File: src/rtl/breakpoint_unit.sv
// Breakpoint comparator feeding the clock/halt controller.
// Holds NUM_BP PC breakpoint slots and compares them on the first cycle of
// each new instruction. A hit pulls o_breakpointHitN low until the operator
// steps the CPU or disables breakpoints. The hitting instruction is then
// allowed to finish before compares are re-armed.
//
// state | meaning
// ------+-----------------------------------------------------------------
// ARMED | compares active, hitN=1
// HIT   | breakpoint taken, hitN=0, waiting for a step or a disable
// SKIP  | hitN=1, compares ignored until the hitting instruction finishes
module breakpoint_unit #(
    parameter int ADDR_WIDTH    = 16,
    parameter int NUM_BP        = 4,
    parameter int HIT_CNT_WIDTH = 8,
    localparam int IDX_W        = $clog2(NUM_BP)
) (
    input  logic                     i_clk,
    input  logic                     i_resetn,
    input  logic                     i_breakpointEnableN,
    input  logic                     i_cpuRun,
    input  logic                     i_ctrlInstrFinishedN,
    input  logic [ADDR_WIDTH-1:0]    i_pc,
    input  logic                     i_cfgWe,
    input  logic [IDX_W-1:0]         i_cfgIdx,
    input  logic [ADDR_WIDTH-1:0]    i_cfgAddr,
    input  logic                     i_cfgValid,
    input  logic                     i_cntClr,
    output logic                     o_breakpointHitN,
    output logic [IDX_W-1:0]         o_hitIdx,
    output logic [HIT_CNT_WIDTH-1:0] o_hitCount
);

    typedef enum logic [1:0] {
        ARMED = 2'd0,
        HIT   = 2'd1,
        SKIP  = 2'd2
    } state_t;

    state_t                     r_state;
    logic                       r_hitN;
    logic [IDX_W-1:0]           r_hitIdx;
    logic [HIT_CNT_WIDTH-1:0]   r_hitCount;
    logic                       r_fetchStrobe;
    logic [ADDR_WIDTH-1:0]      r_slotAddr [NUM_BP];
    logic [NUM_BP-1:0]          r_slotValid;

    logic                       w_instrDone;
    logic                       w_match;
    logic [IDX_W-1:0]           w_matchIdx;
    logic                       w_hitEvent;
    logic                       w_leaveHit;

    // An instruction retires on a cycle where the CPU advances through its last micro-step.
    assign w_instrDone = ~i_ctrlInstrFinishedN & i_cpuRun;
    assign w_hitEvent  = (r_state == ARMED) & r_fetchStrobe & w_match & ~i_breakpointEnableN;
    assign w_leaveHit  = i_cpuRun | i_breakpointEnableN;

    // Mark the first cycle of the next instruction, the only cycle i_pc is compared.
    always_ff @(posedge i_clk or negedge i_resetn) begin
        if (!i_resetn) begin
            r_fetchStrobe <= 1'b0;
        end else begin
            r_fetchStrobe <= w_instrDone;
        end
    end

    // Slot storage; a write lands at the edge, so same-cycle compares see the old contents.
    always_ff @(posedge i_clk or negedge i_resetn) begin
        if (!i_resetn) begin
            r_slotValid <= '0;
            for (int i = 0; i < NUM_BP; i++) begin
                r_slotAddr[i] <= '0;
            end
        end else if (i_cfgWe) begin
            r_slotAddr[i_cfgIdx]  <= i_cfgAddr;
            r_slotValid[i_cfgIdx] <= i_cfgValid;
        end
    end

    // Compare all slots; scanning downward lets the lowest matching index win.
    always_comb begin
        w_match    = 1'b0;
        w_matchIdx = '0;
        for (int i = NUM_BP - 1; i >= 0; i--) begin
            if (r_slotValid[i] && (r_slotAddr[i] == i_pc)) begin
                w_match    = 1'b1;
                w_matchIdx = IDX_W'(i);
            end
        end
    end

    // Hit/skip/re-arm sequencing with registered hit flag, index and saturating count.
    always_ff @(posedge i_clk or negedge i_resetn) begin
        if (!i_resetn) begin
            r_state    <= ARMED;
            r_hitN     <= 1'b1;
            r_hitIdx   <= '0;
            r_hitCount <= '0;
        end else begin
            case (r_state)
                ARMED: begin
                    if (w_hitEvent) begin
                        r_state  <= HIT;
                        r_hitN   <= 1'b0;
                        r_hitIdx <= w_matchIdx;
                    end
                end
                HIT: begin
                    if (w_leaveHit) begin
                        r_state <= SKIP;
                        r_hitN  <= 1'b1;
                    end
                end
                SKIP: begin
                    if (w_instrDone) begin
                        r_state <= ARMED;
                    end
                end
                default: begin
                    r_state <= ARMED;
                    r_hitN  <= 1'b1;
                end
            endcase

            // A clear wins over an increment landing in the same cycle.
            if (i_cntClr) begin
                r_hitCount <= '0;
            end else if (w_hitEvent && !(&r_hitCount)) begin
                r_hitCount <= r_hitCount + 1'b1;
            end
        end
    end

    assign o_breakpointHitN = r_hitN;
    assign o_hitIdx         = r_hitIdx;
    assign o_hitCount       = r_hitCount;

endmodule

File: config.mk
export PLATFORM = sky130hd
export DESIGN_NAME = breakpoint_unit
export DESIGN_NICKNAME = d
export VERILOG_FILES = /design/src/rtl/breakpoint_unit.sv
export SDC_FILE = /design/constraint.sdc
export NUM_CORES = 1
export LEC_CHECK = 0
export CELL_PAD_IN_SITES_DETAIL_PLACEMENT = 1
export CELL_PAD_IN_SITES_GLOBAL_PLACEMENT = 2
export CORE_UTILIZATION = 39
export CTS_BUF_LIST = sky130_fd_sc_hd__clkbuf_8
export DETAILED_ROUTE_END_ITERATION = 10
export GPL_TIMING_DRIVEN = 0
export PLACE_DENSITY_LB_ADDON = 0.1
export SYNTH_ARGS = -nofsm -noshare
export SYNTH_HDL_FRONTEND = slang
export SYNTH_SLANG_ARGS = --single-unit
File: constraint.sdc
create_clock -name i_clk -period 2.7 [get_ports i_clk]
set_clock_uncertainty 0.1 [all_clocks]
set_input_delay 0.405 -clock i_clk [delete_from_list [all_inputs] [get_ports i_clk]]
set_output_delay 0.405 -clock i_clk [all_outputs]
set_load 0.02 [all_outputs]
# Word level (Yosys, flattened, before mapping)
# Index checks and enable logic that the tools add are counted.
# classes
bitwise	9
eq_ne	9
n_addsub	1
mux	23
magnitude_cmp	4
n_reduce_logical	14
# op_table
operator	n
$bwmux 64	1
$eq 16x16->1	4
$demux 16 s2	1
$mux 16	1
$mux 8	2
$mux 2	7
$add 8x1->8 const B	1
$reduce_and 8->1	1
$logic_and 1x1->1	7
$mux 1	7
$ne 2x2->1 const B	3
$pmux 2 s3	1
$reduce_and 3->1	2
$and 1x1->1	4
$bwmux 4	1
$ge 3x3->1 const B	1
$lt 2x3->1 const B	1
$lt 3x1->1 const B	1
$not 1->1	3
$not 2->3	1
$pmux 1 s3	1
$demux 1 s2	1
$eq 2x1->1 const B	1
$eq 2x2->1 const B	1
6 further kinds	6
# totals
register_bits	82
output_inout_bits	11

# Logic depth before layout (Yosys ltp)
# Gate-level depths: netlist of the first run.
# depth
word_depth	11
depth_mapped	10

# Least setup slack after synthesis of the first run
# OpenSTA, ideal clock, no wires.
# synth_path
path_type	in2reg
from	in i_pc[15]
to	reg r_hitCount[4] (netlist: o_hitCount[4])
setup_time_ps	78
required_time_ps	2522
stages	9
arrival_ps	1965
slack_ps	558
cell_sequence	buf_2 -> xnor2_1 -> nand4_1 -> nor4_1 -> and3_1 -> o41ai_2 -> buf_6 -> or3_1 -> a21oi_1
# synth_between
elab_chain_len	10
elab_cells_between_ends	16
cone_classes	eq/ne (4); mux (4); bitwise (2); reduce/logical (6)
# synth_rtl
element	line_no	text
from (decl)	23	input logic [ADDR_WIDTH-1:0] i_pc,
$eq 16x16->1	86	if (r_slotValid[i] && (r_slotAddr[i] == i_pc)) begin
$logic_and 1x1->1	86	
$mux 1 (3 in a row)	86	
$mux 1 *	86	
$and 1x1->1 * (2 in a row)	56	assign w_hitEvent = (r_state == ARMED) & r_fetchStrobe & w_match & ~i_breakpointEnableN;
$logic_and 1x1->1 *	129	end else if (w_hitEvent && !(&r_hitCount)) begin
$reduce_bool 2->1 (no line) *	--	
to (signal assigned)	130	r_hitCount <= r_hitCount + 1'b1;
to (decl)	43	logic [HIT_CNT_WIDTH-1:0] r_hitCount;
# Every way passes the cells marked *; elsewhere a longest branch is shown, timed or not.
# A chain may end at the register's enable or synchronous reset.

# Worst setup path in the final report of the first run
# layout_path
from	reg r_slotAddr[10] in the netlist's numbering
to	reg r_hitCount[4] (netlist: o_hitCount[4])
# layout_between
elab_chain_len	10
# layout_rtl
element	line_no	text
from (decl)	45	logic [ADDR_WIDTH-1:0] r_slotAddr [NUM_BP];
from (signal, indexed assignment)	76	r_slotAddr[i_cfgIdx] <= i_cfgAddr;
$eq 16x16->1	86	
$logic_and 1x1->1	86	
$mux 1 (4 in a row)	86	
$and 1x1->1 (2 in a row)	56	
$logic_and 1x1->1	129	
$reduce_bool 2->1 (no line)	--	
# Every way passes these cells.

==> results.cfg, run 1 <==
[clock_network]
cts_tree = yes
clk-insertion-delay-late_ps = 350
cts.sinks = 82
path_clk_slew_ps = 90
cts_buffers = 9
h-tree-depth = 3
cts_buffer_depth = 2
postCtsSetupBuffers = 0
cts-root-buf = clkbuf_8

[placed_design]
port_buffers = 35
place_area_um2 = 4600
pre_cts_slack_ps = -53.6
dpl.hpwl_mm = 6.96
gp_congestion = 0.716

[floorplan]
rows = 36
coreArea_um2 = 9910
die_x_um = 104
ios = 53
die-area_um2 = 10800
dieHeight_um = 104
start_util_pct = 40.9

[global_routing]
grt_max_degree = 43
grt_pass1_vias = 2799
grt_pass1_wl_mm = 15.3
grt_usage_pct = 18.6
grt-ovfl-total = 0
antenna_found_initial = 0

[final_layout]
drive_above_1_share_pct = 29.5
antennaDiodeCount = 0
area_delta_synth_final_pct = 18.9
layout.nets = 414
final.fill_count = 1044
fin_area_um2 = 4830

[logic_synthesis]
synthXorXnorAreaFrac_pct = 14.2
synthesis.nets = 366
synthSimpleGateAreaFrac_pct = 8.63
synth_top_family_by_area = multiplexers
netlist_area_um2 = 4060
synth_adder_area_share_pct = 0.308
synthCells = 323
synth-compound-area-share_pct = 3.55
seq_area_frac_synth_pct = 50.6
synthMuxAreaShare_pct = 19.1
ys_seq_elements = 82
yosysWarnings = 0
syn_area_per_cell_um2 = 12.6
ys_types = 38

[timing]
slew_headroom_pct = 43.9
period_minus_slack_ps = 2500
hold_viol = 0
setup_viol = 0
rsz0062_at_grt = false
holdWs_ps = 315
setup_slack_ps = 197
fmax_mhz = 400
tightest_slew_ps = 838
finalCritPeriodShare_pct = 92.7
drv_slew = 0

[detailed_routing]
num_vias = 2594
dr_wl_met2_mm = 4.72
wl_met1_mm = 4.40
drt_wl_total_mm = 9.49
first_iter_violations = 55
wl_per_cell_um = 18.6
vias_per_cell = 5.10
first_pass_iters = 4
antenna_left = 0
dr_wl_met3_um = 256
top_layer_used = met4
drc = 0

[pwr]
pwr-share-seq_pct = 50.2
switching_share_pct = 27.0
powerDensity_nw_per_um2 = 639
p_sw_w = 0.000832
peakVddDrop_mv = 0.263
pwr-share-comb_pct = 19.7
clkPwrFrac_pct = 30.1
p_int_w = 0.00225
power.leakage_nw = 1.91

[status]
status = finished clean

[setup_path]
critPathMaxStageDelay_ps = 400
critPathTopFamily = simple AND/OR/NAND/NOR gates
critPathArrivalTime_ps = 2690
startpoint_type = register
cp_slowest_cell = dfrtp_1
crit_buf_inv = 1
timing.setup.critical_path_class = register to register
endpoint_kind = register
crit_fanout = 10
crit_required_ps = 2880
path_cells = xnor2_1 -> nand4_1 -> nor4_1 -> and3_2 -> o41ai_2 -> buf_6 -> or3_1 -> a21oi_1

[job]
cap_violations = 0

[min_path]
min_path_type = input port to register
## layout by cell type (no fill, tap or decap), types with 3 or more instances in the layout
cell             Yosys  routed
dfrtp_1             81      81
mux2_2              68      68
xnor2_1             63      63
clkdlybuf4s50_1      0      34
buf_2               14      14
nand4_1             12      12
clkbuf_8             0      11
nand3_1              9       9
nor2_1               9       9
a21oi_1              8       8
o21ai_0              7       7
and3_1               6       6
or3_1                6       6
buf_6                4       4
nand3b_1             4       4
nor4_1               4       3
inv_1                2       3
clkbuf_1             3       3
## routing by layer
metal | GRT usage [%] | vias up
met4 | 6.12 | 0
met2 | 30.9 | 47
met5 | 0 | -
met1 | 24.8 | 1316
li1 | - | 1220
met3 | 3.01 | 11
## cells in the mapped netlist
cell | number | area share [%]
dfrtp_1 | 81 | 50
mux2_2 | 68 | 19
xnor2_1 | 63 | 14
buf_2 | 14 | 1.7
nand4_1 | 12 | 1.9
nand3_1 | 9 | 1.1
nor2_1 | 9 | 0.83
a21oi_1 | 8 | 0.99
o21ai_0 | 7 | 0.86
and3_1 | 6 | 0.93
or3_1 | 6 | 0.93
buf_6 | 4 | 1.1
nand3b_1 | 4 | 0.74
nor4_1 | 4 | 0.62
clkbuf_1 | 3 | 0.28
inv_1 | 2 | 0.19
nand2_1 | 2 | 0.19
a31oi_1 | 1 | 0.15
a31oi_4 | 1 | 0.52
and3_2 | 1 | 0.19
buf_1 | 1 | 0.092
buf_4 | 1 | 0.19
dfstp_2 | 1 | 0.65
ha_1 | 1 | 0.31
mux2i_1 | 1 | 0.25
nand2b_1 | 1 | 0.15
nor2b_1 | 1 | 0.15
nor3_1 | 1 | 0.12
nor3b_1 | 1 | 0.19
nor4b_1 | 1 | 0.22
o21a_1 | 1 | 0.19
o22a_1 | 1 | 0.22
o41ai_1 | 1 | 0.22
o41ai_2 | 1 | 0.40
or4_1 | 1 | 0.19
or4b_1 | 1 | 0.25
xnor2_2 | 1 | 0.40
xor2_1 | 1 | 0.22
## timing repair
action                                  in CTS  in global routing
endpoints found under the setup margin       0                  1
hold buffers                                 1                  0
endpoints found under the hold margin       39                  0
gates resized for setup                      0                  1
## worst reg2reg max path, stage by stage, from the launching register on
cell and delay, ps:
dfrtp_1 400, xnor2_1 260, nand4_1 230, nor4_1 380
and3_2 300, o41ai_2 130, buf_6 160, or3_1 340
a21oi_1 140
## worst paths after layout
path | start | end | slack, ps | cells past startpoint
worst max-delay path | r_slotAddr[10] | o_hitCount[4] | 200 | 8
worst min-delay path | i_cntClr | o_hitCount[1] | 320 | 2
worst max register to register | r_slotAddr[10] | o_hitCount[4] | 200 | 8
worst min register to register | r_slotValid[2] | r_slotValid[2] | 410 | 1
max in group asynchronous | i_resetn | r_slotAddr[54] | 1400 | 3
min in group asynchronous | i_resetn | o_hitCount[4] | 480 | 2
## power groups by stage
| stage | Clock, W | Combinational [W] | Sequential [W] |
|---|---|---|---|
| after global placement | 0 | 0.000602 | 0.00156 |
| after detailed placement | 0 | 0.000617 | 0.00157 |
| after CTS | 0.000950 | 0.000621 | 0.00155 |
| after global routing | 0.00100 | 0.000664 | 0.00158 |
| final | 0.000929 | 0.000606 | 0.00155 |
| after floorplan | 0 | 0.000434 | 0.00154 |
## registers in the layout, summed over array words and instances, names as in the netlist
signal / flops
r_state: 2
o_breakpointHitN: 1
o_hitIdx: 2
r_fetchStrobe: 1
r_slotValid: 4
r_slotAddr: 64
o_hitCount: 8
## through the flow
| step | std cells | TNS [ps] | utilization, % | power, W |
|---|---|---|---|---|
| floorplan | 323 | 0 | - | 0.00198 |
| global placement | 491 | -176590 | 46.2 | 0.00216 |
| detailed placement | 492 | -562 | 46.5 | 0.00219 |
| CTS | 509 | 0 | 48.6 | 0.00312 |
| global route | 509 | 0 | 48.7 | 0.00325 |
| finish | 509 | 0 | 48.7 | 0.00309 |
## final cells by class
| cell class | instances | area (um2) | share of cell area (%) |
|---|---|---|---|
| buffer | 23 | 138 | 2.85 |
| clock inverter | 5 | 53.8 | 1.11 |
| clock buffer | 11 | 151 | 3.14 |
| timing repair buffer | 37 | 385 | 7.99 |
| tap | 133 | 166 | 3.45 |
| inverter | 2 | 7.51 | 0.156 |
| sequential | 82 | 2050 | 42.5 |
| multi-input combinational | 216 | 1870 | 38.8 |
## kinds of logic (layout without fill, tap and decap cells)
kind of cell	Yosys count	after routing
simple gates	60	60
buf+inv	25	78
xor+xnor	65	65
compound gates	21	21
mux	69	69
flops	82	82
fa+ha+maj	1	1
Power figures use the tool's default switching activity.
==> inputs of run 2 (changes only) <==
--- a/config.mk
+++ b/config.mk
@@ -7,11 +7,12 @@
 export LEC_CHECK = 0
 export CELL_PAD_IN_SITES_DETAIL_PLACEMENT = 1
 export CELL_PAD_IN_SITES_GLOBAL_PLACEMENT = 2
-export CORE_UTILIZATION = 39
-export CTS_BUF_LIST = sky130_fd_sc_hd__clkbuf_8
+export CORE_UTILIZATION = 38
 export DETAILED_ROUTE_END_ITERATION = 10
 export GPL_TIMING_DRIVEN = 0
 export PLACE_DENSITY_LB_ADDON = 0.1
+export REMOVE_ABC_BUFFERS = 1
+export SLEW_MARGIN = 10
 export SYNTH_ARGS = -nofsm -noshare
 export SYNTH_HDL_FRONTEND = slang
 export SYNTH_SLANG_ARGS = --single-unit
==> run 2 against run 1 <==
Power up 7.2%; register-to-register slack better by 150 ps; wire length down 2.6%; combinational power up 4.6%; critical endpoint is now o_hitCount[7].
==> results.cfg, run 2 (synthesis gave the netlist of run 1 again) <==
[setup_path]
endpoint_kind = register
startpoint_type = input port
timing.setup.critical_path_class = input port to register
crit_required_ps = 2890
critPathArrivalTime_ps = 2760
crit_fanout = 12

[timing]
finalCritPeriodShare_pct = 95.5
drv_slew = 0
setup_slack_ps = 121
period_minus_slack_ps = 2580
hold_viol = 0
rsz0062_at_grt = false
slew_headroom_pct = 21.1
tightest_slew_ps = 1180
setup_viol = 0
fmax_mhz = 388

[detailed_routing]
num_vias = 2554
drc = 0
first_pass_iters = 4
drt_wl_total_mm = 9.25
first_iter_violations = 50
antenna_left = 0
wl_per_cell_um = 18.2
vias_per_cell = 5.04

[clock_network]
cts_buffers = 9
cts.sinks = 82
path_clk_slew_ps = 90
cts_buffer_depth = 2
cts_tree = yes
cts-root-buf = clkbuf_8
postCtsSetupBuffers = 0
h-tree-depth = 3
clk-insertion-delay-late_ps = 360

[final_layout]
largest_register = r_slotAddr
antennaDiodeCount = 0
area_delta_synth_final_pct = 22.6
post-route-util_pct = 48.2
fin_area_um2 = 4970
final_cell_mix = 81 x dfrtp_1, 68 x mux2_2, 60 x xnor2_1
layout.nets = 409
largest_reg_flops = 64
drive_above_1_share_pct = 27.5
final_common_cell = dfrtp_1

[floorplan]
die-area_um2 = 11100
rows = 37
ios = 53
dieHeight_um = 105
die_x_um = 105
start_util_pct = 39.3
coreArea_um2 = 10300

[placed_design]
port_buffers = 52
place_area_um2 = 4640
pre_cts_slack_ps = -515
dpl.hpwl_mm = 6.62
gp_congestion = 0.700

[status]
status = finished clean

[pwr]
p_int_w = 0.00246
powerDensity_nw_per_um2 = 665
clkPwrFrac_pct = 33.9
p_sw_w = 0.000845
pwr-share-comb_pct = 19.2
power.leakage_nw = 1.94
peakVddDrop_mv = 0.252
switching_share_pct = 25.6
pwr-share-seq_pct = 46.9

[global_routing]
grt_max_degree = 48
grt_pass1_vias = 2775
grt_pass1_wl_mm = 15.1
grt_usage_pct = 18.3
antenna_found_initial = 0
grt-ovfl-total = 0

[job]
cap_violations = 0

[min_path]
min_path_type = register to register
run 2: cell types whose count changed in the layout (fill, tap and decap cells not counted), sizes merged:
cell	previous run	this run
inv	3	2
bufinv	1	3
clkinv	1	0
clkdlybuf4s50	34	51
clkinvlp	2	1
clkbuf	14	12
buf	22	3
run 2: worst max-delay path: stages:
cell             delay, ps
clkdlybuf4s50_1        550
xnor2_2                340
nand4_1                200
nor4_2                 320
and3_2                 300
o41ai_4                130
or3_1                  380
a21oi_1                140
run 2: final cells by class:
type,count,area [um2]
fillers,1070,5350
multi-input cells,216,1940
repair buffers,55,556
flip-flops and latches,82,2050
clock buffers,12,155
inverters,2,7.51
well taps,136,170
clock inverters,4,97.6
run 2: power groups by stage:
stage	combinational (W)	sequential [W]	clock [W]
floorplan	0.000404	0.00154	0
global placement	0.000612	0.00156	0
finish	0.000634	0.00155	0.00112
detailed placement	0.000627	0.00157	0
global route	0.000694	0.00158	0.00121
CTS	0.000638	0.00155	0.00116
run 2: timing repair:
action | CTS | global route
resized for setup | 5 | 7
hold endpoints to repair | 45 | 0
endpoints found under the setup margin | 7 | 5
hold buffers | 1 | 0
run 2: final timing paths:
check                               start        endpoint  slack, ps  depth (start not counted)
min                           o_hitIdx[1]     o_hitIdx[1]        390                          1
min in group asynchronous        i_resetn     o_hitIdx[1]        500                          2
max                               i_pc[9]   o_hitCount[7]        120                          8
max in group asynchronous        i_resetn  r_slotAddr[50]       1380                          3
min reg2reg                   o_hitIdx[1]     o_hitIdx[1]        390                          1
max reg2reg                r_slotAddr[33]   o_hitCount[7]        350                          7
run 2: metrics by stage:
stage	power [W]	setup TNS [ps]	hold slack, ps	std cells
after floorplan	0.00195	0	9.41	300
after global placement	0.00217	-190940	376	488
after detailed placement	0.00220	-3750	369	490
after CTS	0.00334	0	399	507
after global routing	0.00348	0	428	507
final	0.00331	0	392	507
run 2: layer usage:
| layer | GRT usage, % | wire length [um] | up-vias |
|---|---|---|---|
| met1 | 23.7 | 4260 | 1287 |
| met2 | 30.6 | 4600 | 39 |
| li1 | - | - | 1215 |
| met4 | 5.43 | 112 | 0 |
| met3 | 4.14 | 271 | 13 |
| met5 | 0 | 0 | - |
